### src/rtl/clk_div_sched.sv
// Divider controller: free-running counter, registered divided clock, and a
// valid/ready divisor-change sequence that only switches on counter wrap.
module clk_div_sched #(
   parameter int unsigned CNT_W         = 4,
   parameter int unsigned SETTLE_CYCLES = 2,
   parameter int unsigned RESET_SEL     = 1
) (
   input  logic       clk,
   input  logic       reset,
   input  logic       req_valid,
   input  logic [2:0] req_sel,
   output logic       req_ready,
   output logic [2:0] cur_sel,
   output logic       div_out,
   output logic       tick,
   output logic       busy,
   output logic       done,
   output logic       err
);

   localparam int unsigned SEL_W = 3;
   localparam int unsigned SET_W = $clog2(SETTLE_CYCLES + 1);

   typedef enum logic [1:0] {
      IDLE      = 2'd0,
      WAIT_WRAP = 2'd1,
      SETTLE    = 2'd2
   } state_e;

   state_e             state_q, state_d;
   logic [CNT_W-1:0]   count_q, count_d;
   logic [SEL_W-1:0]   cur_sel_q, cur_sel_d;
   logic [SEL_W-1:0]   pend_sel_q, pend_sel_d;
   logic [SET_W-1:0]   settle_q, settle_d;
   logic               div_q, div_d;
   logic               tick_q, tick_d;
   logic               ready_q, ready_d;
   logic               busy_q, busy_d;
   logic               done_q, done_d;
   logic               err_q, err_d;

   // State and registered outputs
   always_ff @(posedge clk or posedge reset) begin
      if (reset) begin
         state_q    <= IDLE;
         count_q    <= '0;
         cur_sel_q  <= SEL_W'(RESET_SEL);
         pend_sel_q <= '0;
         settle_q   <= '0;
         div_q      <= 1'b0;
         tick_q     <= 1'b1;
         ready_q    <= 1'b1;
         busy_q     <= 1'b0;
         done_q     <= 1'b0;
         err_q      <= 1'b0;
      end else begin
         state_q    <= state_d;
         count_q    <= count_d;
         cur_sel_q  <= cur_sel_d;
         pend_sel_q <= pend_sel_d;
         settle_q   <= settle_d;
         div_q      <= div_d;
         tick_q     <= tick_d;
         ready_q    <= ready_d;
         busy_q     <= busy_d;
         done_q     <= done_d;
         err_q      <= err_d;
      end
   end

   // Next-state logic; outputs are precomputed from next state so they register cleanly
   always_comb begin
      state_d    = state_q;
      count_d    = count_q + CNT_W'(1);
      cur_sel_d  = cur_sel_q;
      pend_sel_d = pend_sel_q;
      settle_d   = settle_q;
      done_d     = 1'b0;
      err_d      = 1'b0;

      case (state_q)
         IDLE: begin
            if (req_valid) begin
               if (req_sel > SEL_W'(CNT_W)) begin
                  err_d = 1'b1;
               end else begin
                  pend_sel_d = req_sel;
                  state_d    = WAIT_WRAP;
               end
            end
         end
         WAIT_WRAP: begin
            // All taps are low on the all-ones -> 0 edge, so switching here cannot glitch
            if (count_q == '1) begin
               cur_sel_d = pend_sel_q;
               settle_d  = SET_W'(SETTLE_CYCLES);
               state_d   = SETTLE;
            end
         end
         SETTLE: begin
            if (settle_q <= SET_W'(1)) begin
               state_d = IDLE;
               done_d  = 1'b1;
            end else begin
               settle_d = settle_q - SET_W'(1);
            end
         end
         default: state_d = IDLE;
      endcase

      div_d   = (cur_sel_d != '0) &&
                (|(count_d & (CNT_W'(1) << (cur_sel_d - SEL_W'(1)))));
      tick_d  = (count_d == '0);
      ready_d = (state_d == IDLE);
      busy_d  = (state_d != IDLE);
   end

   assign req_ready = ready_q;
   assign cur_sel   = cur_sel_q;
   assign div_out   = div_q;
   assign tick      = tick_q;
   assign busy      = busy_q;
   assign done      = done_q;
   assign err       = err_q;

endmodule

### config.mk
export PLATFORM = sky130hd
export DESIGN_NAME = clk_div_sched
export DESIGN_NICKNAME = d
export VERILOG_FILES = /design/src/rtl/clk_div_sched.sv
export SDC_FILE = /design/constraint.sdc
export NUM_CORES = 1
export LEC_CHECK = 0
export CAP_MARGIN = 20
export CORE_ASPECT_RATIO = 0.8
export CORE_MARGIN = 1
export CORE_UTILIZATION = 25
export CTS_CLUSTER_DIAMETER = 40
export DETAILED_ROUTE_END_ITERATION = 16
export SYNTH_ARGS = -nofsm -noshare
export SYNTH_HDL_FRONTEND = slang
export SYNTH_SLANG_ARGS = --single-unit
### constraint.sdc
create_clock -name clk -period 4.9 [get_ports clk]
set_clock_uncertainty 0.05 [all_clocks]
set_input_delay 0.98 -clock clk [delete_from_list [all_inputs] [get_ports clk]]
set_output_delay 0.98 -clock clk [all_outputs]
set_load 0.005 [all_outputs]
==> reports/qor.yml <==
worst_setup_path:
  critPathMaxStageDelay_ns: 0.53
  critPathLaunchType: "register"
  path_class: "register to output port"
  r2r_slack_ns: 2.82
  path_cells: "clkdlybuf4s50_1"
  crit_fanout: 2
  critPathBufInv: 1
  crit_family: "flip-flops"
  required_ns: 3.87
  arrival_ns: 1.28
  endpoint_kind: "output port"
  cp_slowest_cell: "dfstp_2"
clock_network:
  cts_tree: "built"
  cts_setup_buffers: 0
  clock_sinks: 20
  worstSkewPairLatency_ns: 0.26
  clockRootBuffer: "clkbuf_8"
  numCtsBuffers: 3
  ctsResizeCount: 0
  cts.path.max_buffers: 2
  clk_pin_slew_worst_paths_ns: 0.07
  htreeDepth: 1
  ctsHoldBuffers: 0
detailed_routing:
  drtAntennaViolNets: 0
  dr.pass1.iters: 2
  wl_per_cell_um: 11.13
  drc_errors: 0
  viasPerCell: 4.213
  totalWireLength_mm: 1.358
  drt_iter0_markers: 33
  vias: 514
pwr:
  ir_drop_mv: 0.1400
  swShare_pct: 26.27
  power.leakage_nw: 0.4939
  report.power.total_uw: 588.0
  intPower_uw: 433.5
  combPwrFrac_pct: 29.0
  p_switching_uw: 154.5
  seqPwrFrac_pct: 43.2
  clock_power_share_pct: 27.8
  power_density_nw_per_um2: 547.1
floorplan:
  start_util_pct: 26.36
  ios: 15
  die_h_um: 53.02
  core_area_um2: 3085
  die_w_um: 65.77
  placementRows: 18
  die_area_um2: 3487
logic_synthesis:
  yosysSeqAreaShare_pct: 62.00
  netlist_area_um2: 813.3
  syn_nets: 72
  ys_ff_latch: 20
  netlist_instances: 64
  yosysWarnings: 0
  synth_area_per_cell_um2: 12.71
  yosysUniqueCellTypes: 22
timing:
  worstMarginPinSlew_ns: 0.7238
  slew-limit-headroom_pct: 51.69
  max_freq_mhz: 432.8
  setup_ws_ns: 2.590
  rsz0062_at_grt: "no"
  period_share_pct: 47.15
  final_max_slew_viol_count: 0
  setup-tns-final_ns: 0
  setup_viol: 0
  finalHoldViolations: 0
  holdWs_ns: 0.4265
  finalCriticalPeriod_ns: 2.310
grt:
  grt_pass1_vias: 512
  grt_max_degree: 21
  antenna_found_initial: 0
  grt_pass1_wl_mm: 2.311
  grt_overflow: 0
  grt_usage_pct: 9.406
final_layout:
  areaGrowthSynthToFinish_pct: 32.15
  nNetsFinal: 91
  antennaDiodeCount: 0
  utilization_pct: 34.83
  drive_gt1_share_pct: 15.85
  stdcell_area_um2: 1075
  fin_cells: 122
  fillCellCount: 302
place:
  detailed_place.area_um2: 1003
  routabilityCongestion: 0.6772
  dp_cells: 118
  pre_cts_ws_ns: 2.581
  hpwlAfterDp_um: 997.8
  port_buffers: 14
status:
  outcome: "finished clean"
job:
  max_cap_viol_count: 0
min_path:
  hold_path_class: "register to register"
## cells in the mapped netlist
cell type,instances,area (µm²)
dfstp_2,3,78.83
nor3b_1,1,7.510
ha_1,2,25.02
xor2_1,1,8.760
mux2i_1,3,30.03
nand2b_4,1,13.76
or4b_1,2,20.02
nand3b_1,1,7.510
inv_1,8,30.03
dfrtp_1,17,425.4
o211ai_1,1,7.510
a21oi_1,2,10.01
nand2_1,4,15.01
xnor2_1,1,8.760
nor4b_1,1,8.760
and3_1,1,6.260
nor2_1,5,18.77
nor2b_4,1,13.76
mux2_2,2,22.52
mux2_4,2,30.03
o21ai_0,2,10.01
nand3_1,3,15.01
## metal layers
| layer | vias up | global-route usage [%] | wire length (µm) |
|---|---|---|---|
| met5 | - | 0 | 0 |
| met4 | 0 | 5.435 | 18 |
| met3 | 2 | 4.095 | 72 |
| met2 | 10 | 14.46 | 622 |
| met1 | 249 | 10.89 | 645 |
| li1 | 253 | - | - |
## cells by family after synthesis
group                    Yosys count  synth area share (%)
AO/OA/AOI/OAI                      5                 3.385
flip-flops                        20                 62.00
AND/OR/NAND/NOR                   20                 15.54
adder cells (fa/ha/maj)            2                 3.076
buffers and inverters              8                 3.692
multiplexers                       7                 10.15
XOR/XNOR                           2                 2.154
## worst register-to-register path: stages (launching register included)
cell and delay [ns]:
dfrtp_1 0.37, ha_1 0.21, and3_1 0.20, nor2b_4 0.22, mux2_4 0.34, or4b_1 0.52, o211ai_1 0.09
## path summary, 6_finish.rpt
| path | endpoint | from | depth (start not counted) |
|---|---|---|---|
| worst min register to register | count_q[0]$_DFF_PP0_ | count_q[0]$_DFF_PP0_ | 1 |
| min in group asynchronous | settle_q[1]$_DFFE_PP0P_ | reset | 2 |
| max in group asynchronous | cur_sel[1]$_DFF_PP0_ | reset | 2 |
| worst min-delay path | count_q[0]$_DFF_PP0_ | count_q[0]$_DFF_PP0_ | 1 |
| worst max register to register | div_out$_DFF_PP0_ | count_q[0]$_DFF_PP0_ | 6 |
| worst max-delay path | cur_sel[0] | cur_sel[0]$_DFF_PP1_ | 1 |
## state kept, by name, summed over array words and instances (netlist names)
name and count:
cur_sel 3, count_q 4, div_out 1, pend_sel_q 3, done 1, tick 1
settle_q 2, state_q 2, busy 1, err 1, req_ready 1
## placed cells by master, fill, tap and decap left out
| cell | count |
|---|---|
| ha_1 | 2 |
| xor2_1 | 1 |
| nor2_1 | 5 |
| nand3b_1 | 1 |
| xnor2_1 | 1 |
| o211ai_1 | 1 |
| mux2_4 | 2 |
| nand2b_4 | 1 |
| nor2b_4 | 1 |
| dfstp_2 | 3 |
| and3_1 | 1 |
| nor3b_1 | 1 |
| bufinv_16 | 1 |
| mux2_2 | 2 |
| o21ai_0 | 2 |
| nand3_1 | 3 |
| nor4b_1 | 1 |
| nand2_1 | 4 |
| clkbuf_8 | 3 |
| clkdlybuf4s50_1 | 14 |
| dfrtp_1 | 17 |
| a21oi_1 | 2 |
| or4b_1 | 2 |
| mux2i_1 | 3 |
| inv_1 | 8 |
## power by group through the flow
stage          sequential [mW]  clock (mW)  combinational (mW)
2_1_floorplan            0.253           0              0.0951
3_3_place_gp             0.255           0               0.169
3_5_place_dp             0.257           0               0.172
4_1_cts                  0.254       0.167               0.173
5_1_grt                  0.260       0.174               0.194
6_report                 0.254       0.163               0.171
## layout make-up
class	instances	area (µm²)	share of cell area, %
Sequential cell	20	504.2	46.92
Tap cell	40	50.05	4.657
Timing Repair Buffer	14	140.1	13.04
Inverter	8	30.03	2.794
Clock inverter	1	30.03	2.794
Multi-Input combinational cell	36	279.0	25.96
Clock buffer	3	41.29	3.842
Power figures use the tool's default switching activity.
